===== src/rtl/jpeg_block_scheduler.sv =====
// Block-granular arbiter sharing one coder input port among the Y/Cb/Cr streams.
// Define JPEG_SCHED_420_EN for a fixed 4:2:0 MCU order (Y,Y,Y,Y,Cb,Cr) instead of round-robin.
module jpeg_block_scheduler #(
    parameter int unsigned DATA_W      = 8,
    parameter int unsigned N_CH        = 3,
    parameter int unsigned BLOCK_BEATS = 64
) (
    input  logic                     clk,
    input  logic                     rst,
    input  logic [N_CH-1:0]          in_valid,
    output logic [N_CH-1:0]          in_ready,
    input  logic [N_CH*DATA_W-1:0]   in_data,
    output logic                     out_valid,
    input  logic                     out_ready,
    output logic [DATA_W-1:0]        out_data,
    output logic [1:0]               out_comp,
    output logic                     out_sop,
    output logic                     out_eop,
    output logic                     mcu_done,
    output logic                     busy
);

    localparam int unsigned GW = (N_CH > 1) ? $clog2(N_CH) : 1;
    localparam int unsigned CW = (BLOCK_BEATS > 1) ? $clog2(BLOCK_BEATS) : 1;
    localparam logic [GW-1:0] LastCh   = GW'(N_CH - 1);
    localparam logic [CW-1:0] LastBeat = CW'(BLOCK_BEATS - 1);

    typedef enum logic {StArb, StBurst} state_e;

    state_e        state_q;
    logic [GW-1:0] grant_q;
    logic [GW-1:0] last_grant_q;
    logic [CW-1:0] beat_cnt_q;
    logic          mcu_done_q;

    logic [GW-1:0] pick;
    logic          pick_vld;
    logic          mcu_last;
    logic          active;
    logic          xfer;
    logic          last_beat;

`ifdef JPEG_SCHED_420_EN
    logic [2:0] seq_idx_q;

    // Only the scheduled component may be granted; others wait their turn.
    always_comb begin
        pick = '0;
        case (seq_idx_q)
            3'd4:    pick = GW'(1);
            3'd5:    pick = GW'(2);
            default: pick = '0;
        endcase
        pick_vld = in_valid[pick];
    end

    assign mcu_last = (seq_idx_q == 3'd5);
`else
    logic [GW-1:0] cand;

    // Work-conserving search starting just after the last grant.
    always_comb begin
        pick     = '0;
        pick_vld = 1'b0;
        cand     = last_grant_q;
        for (int unsigned i = 0; i < N_CH; i++) begin
            cand = (cand == LastCh) ? '0 : cand + GW'(1);
            if (!pick_vld && in_valid[cand]) begin
                pick_vld = 1'b1;
                pick     = cand;
            end
        end
    end

    assign mcu_last = (grant_q == GW'(2));
`endif

    assign active    = (state_q == StBurst) && !rst;
    assign out_valid = active && in_valid[grant_q];
    assign out_data  = in_data[grant_q*DATA_W +: DATA_W];
    assign out_comp  = 2'(grant_q);
    assign xfer      = out_valid && out_ready;
    assign last_beat = (beat_cnt_q == LastBeat);
    assign out_sop   = out_valid && (beat_cnt_q == '0);
    assign out_eop   = out_valid && last_beat;
    assign busy      = active;
    assign mcu_done  = mcu_done_q && !rst;

    always_comb begin
        in_ready = '0;
        if (active) begin
            in_ready[grant_q] = out_ready;
        end
    end

    always_ff @(posedge clk) begin
        if (rst) begin
            state_q      <= StArb;
            grant_q      <= '0;
            last_grant_q <= LastCh;
            beat_cnt_q   <= '0;
            mcu_done_q   <= 1'b0;
`ifdef JPEG_SCHED_420_EN
            seq_idx_q    <= '0;
`endif
        end else begin
            mcu_done_q <= 1'b0;
            unique case (state_q)
                StArb: begin
                    if (pick_vld) begin
                        grant_q      <= pick;
                        last_grant_q <= pick;
                        beat_cnt_q   <= '0;
                        state_q      <= StBurst;
                    end
                end
                StBurst: begin
                    if (xfer) begin
                        if (last_beat) begin
                            beat_cnt_q <= '0;
                            state_q    <= StArb;
                            mcu_done_q <= mcu_last;
`ifdef JPEG_SCHED_420_EN
                            seq_idx_q  <= (seq_idx_q == 3'd5) ? 3'd0 : seq_idx_q + 3'd1;
`endif
                        end else begin
                            beat_cnt_q <= beat_cnt_q + CW'(1);
                        end
                    end
                end
                default: state_q <= StArb;
            endcase
        end
    end

endmodule


===== config.mk =====
export PLATFORM = sky130hd
export DESIGN_NAME = jpeg_block_scheduler
export DESIGN_NICKNAME = d
export VERILOG_FILES = /design/src/rtl/jpeg_block_scheduler.sv
export SDC_FILE = /design/constraint.sdc
export NUM_CORES = 1
export LEC_CHECK = 0
export ABC_AREA = 1
export CORE_MARGIN = 2
export CORE_UTILIZATION = 40
export DETAILED_ROUTE_END_ITERATION = 12
export HOLD_SLACK_MARGIN = 0.03
export PLACE_DENSITY = 0.88
export SLEW_MARGIN = 20
export SYNTH_ARGS = -nofsm -noshare
export SYNTH_HDL_FRONTEND = slang
export SYNTH_SLANG_ARGS = --single-unit

===== constraint.sdc =====
create_clock -name clk -period 1.6 [get_ports clk]
set_input_delay 0.32 -clock clk [delete_from_list [all_inputs] [get_ports clk]]
set_output_delay 0.32 -clock clk [all_outputs]
set_load 0.05 [all_outputs]

==> flow_metrics.env <==
export IMPL_grt_pass1_wl_mm=7.68
export IMPL_cp_data_required_time_ns=1.28
export IMPL_rsz0062_at_grt="yes"
export IMPL_die_x_um=53.6
export IMPL_gr_total_overflow=0
export IMPL_fp_dieH_um=53.6
export IMPL_clkPwrFrac=0.069
export IMPL_timing_final_crit_share=1.23
export IMPL_vdd_drop_max_mv=1.37
export IMPL_p_seq_frac=0.130
export IMPL_slew_headroom=0.758
export IMPL_fin_skew_ns=0.0128
export IMPL_fillers=67
export IMPL_worstSetupStartpointType="flip-flop"
export IMPL_crit_path_end_kind="primary output"
export IMPL_nNetsFinal=271
export IMPL_hold_violations=0
export IMPL_core_area_um2=2280
export IMPL_cts_max_path_buffers=2
export IMPL_drt_initial_drc_count=170
export IMPL_path_clk_slew_ns=0.09
export IMPL_syn_area_um2=986
export IMPL_violations="setup timing"
export IMPL_dieArea_um2=2880
export IMPL_post_route_util=0.945
export IMPL_power_internal_w=0.00148
export IMPL_finalSetupViolCount=25
export IMPL_holdBufCountCts=0
export IMPL_post_place_ws_ns=-0.339
export IMPL_postRouteAntennaNets=0
export IMPL_layout_drive_gt1_share=0.500
export IMPL_power_share_switching=0.528
export IMPL_p_switching_w=0.00166
export IMPL_fmax_mhz=510
export IMPL_postSynthCellCount=161
export IMPL_port_buffers=47
export IMPL_initial_core_util=0.433
export IMPL_synth_edf_count=0
export IMPL_period_minus_slack_ns=1.96
export IMPL_yosys_warnings=0
export IMPL_worst_path_max_fanout=3
export IMPL_grt_pass1_vias=1549
export IMPL_synth_cell_types=28
export IMPL_cts_sinks=11
export IMPL_max_cap_violations=0
export IMPL_synth_main_ff_cell="dfxtp_1"
export IMPL_multi_input_area_um2=857
export IMPL_drv_slew=0
export IMPL_syn_to_final_growth_pct=118
export IMPL_vias=1699
export IMPL_drc=0
export IMPL_seqCellArea_um2=233
export IMPL_clkLatencyLatePin_ns=0.30
export IMPL_diodes=0
export IMPL_total_power_w=0.00314
export IMPL_setup_ws_ns=-0.361
export IMPL_tightest_slew_ns=0.361
export IMPL_htreeDepth=1
export IMPL_numCtsBuffers=3
export IMPL_critPathArrivalTime_ns=1.64
export IMPL_combPwrFrac=0.800
export IMPL_p_leak_nw=0.957
export IMPL_ys_seq_area_frac=0.223
export IMPL_antenna_found_initial=0
export IMPL_placed_cell_area_um2=1850
export IMPL_finalWeightedCongestion=0.877
export IMPL_cts_tree="yes"
export IMPL_hold_class="flip-flop to flip-flop"
export IMPL_ys_ff_latch=11
export IMPL_routed_wl_mm=6.58
export IMPL_ctsRootBufferMaster="clkbuf_4"
export IMPL_critPathKind="flip-flop to primary output"
export IMPL_dp_hpwl_mm=3.10
export IMPL_placed_cells=249
export IMPL_row_count=17
export IMPL_routed_via_density=6.39
export IMPL_pin_count=48
export IMPL_drtPass1Iterations=5
export IMPL_post_synth_cell_area_avg_um2=6.12
export IMPL_async_reset_ff_frac=0
export IMPL_status="finished with violations"
export IMPL_power_density_nw_per_um2=1460
export IMPL_fin_cells=266
export IMPL_fin_area_um2=2150
export IMPL_wire_per_inst_um=24.7
export IMPL_synth_nets=193
export IMPL_grt_max_degree=11
export IMPL_grtUsageTotal=0.382
==> what timing repair did <==
item / CTS / global route
resized for setup: 36 / 23
endpoints found under the hold margin: 0 / 0
gates cloned: 1 / 0
setup endpoints to repair: 24 / 24
buffers inserted: 7 / 5
pin swaps: 13 / 11
==> final timing paths <==
kind,startpoint,to,slack [ns],depth (start not counted)
max,beat_cnt_q[0]$_SDFFE_PP0P_,out_sop,-0.36,6
min,beat_cnt_q[3]$_SDFFE_PP0P_,beat_cnt_q[3]$_SDFFE_PP0P_,0.60,2
max reg2reg,out_comp[0]$_SDFFE_PP0P_,last_grant_q[1]$_SDFFE_PP1P_,-0.08,10
min reg2reg,beat_cnt_q[3]$_SDFFE_PP0P_,beat_cnt_q[3]$_SDFFE_PP0P_,0.60,2
==> power groups by stage <==
stage	Clock [W]	Combinational, W	Sequential, W
floorplan	0	0.00114	0.000352
global placement	0	0.00193	0.000382
detailed placement	0	0.00201	0.000387
CTS	0.000200	0.00217	0.000391
global route	0.000231	0.00258	0.000410
finish	0.000217	0.00251	0.000409
==> cells by family after synthesis <==
logic type | Yosys count | synth area share
simple gates | 99 | 0.475
buf+inv | 28 | 0.148
compound gates | 21 | 0.128
flops | 11 | 0.223
fa+ha+maj | 2 | 0.0254
==> routing by layer <==
metal / up-vias / GRT usage / wire length (µm)
li1: 675 / - / -
met1: 777 / 0.402 / 2090
met2: 181 / 0.706 / 3210
met3: 66 / 0.100 / 746
met4: 0 / 0.171 / 530
met5: - / 0 / 0
==> cell usage in the layout (no fill, tap or decap), drive strengths merged <==
master         count
inv               22
nand3b             1
o21ai              5
clkinv             1
nand2             56
nor4               1
nand3             16
clkbuf             3
dlymetal6s2s       2
a22oi              7
nand4              2
ha                 2
buf               49
nor3               3
o211ai             1
a21oi              7
dlygate4sd2        2
nor2              20
dfxtp             11
o22ai              1
nor3b              1
clkdlybuf4s50     25
==> cell type report <==
class,count,area share
Clock inverter,1,0.00233
Clock buffer,3,0.0105
Tap cell,28,0.0163
Inverter,22,0.0454
Multi-Input combinational cell,123,0.398
Timing Repair Buffer,78,0.419
Sequential cell,11,0.108
==> synth_stat cells (2+ instances only) <==
master | instances | area [µm²]
nor2_2 | 7 | 43.8
a22oi_1 | 7 | 52.6
nand3_2 | 2 | 20.0
dfxtp_1 | 11 | 220
nand4_1 | 2 | 12.5
nand3_1 | 14 | 70.1
o21ai_0 | 4 | 20.0
inv_1 | 18 | 67.6
nand2_1 | 50 | 188
nand2_4 | 2 | 22.5
ha_1 | 2 | 25.0
buf_6 | 4 | 45.0
a21oi_1 | 7 | 35.0
inv_2 | 2 | 7.51
nand2_2 | 3 | 18.8
nor2_1 | 12 | 45.0
nor3_1 | 3 | 15.0
==> metrics by stage <==
step / setup TNS [ns] / hold WS, ns
global placement: -3.59 / 0.457
global route: -4.30 / 0.612
floorplan: -1.34 / 0.441
detailed placement: -4.58 / 0.482
finish: -3.40 / 0.602
CTS: -1.94 / 0.494
==> worst max-delay path: stages (launching register included) <==
cell,delay [ns]
dfxtp_2,0.35
buf_4,0.15
inv_4,0.07
ha_4,0.13
nand3_2,0.10
nor4_4,0.35
buf_12,0.19
==> state kept, by name, indices dropped and copies added (netlist names) <==
| signal | cells |
|---|---|
| out_comp | 2 |
| last_grant_q | 1 |
| beat_cnt_q | 6 |
| state_q | 1 |
| mcu_done_q | 1 |
Power figures use the tool's default switching activity.
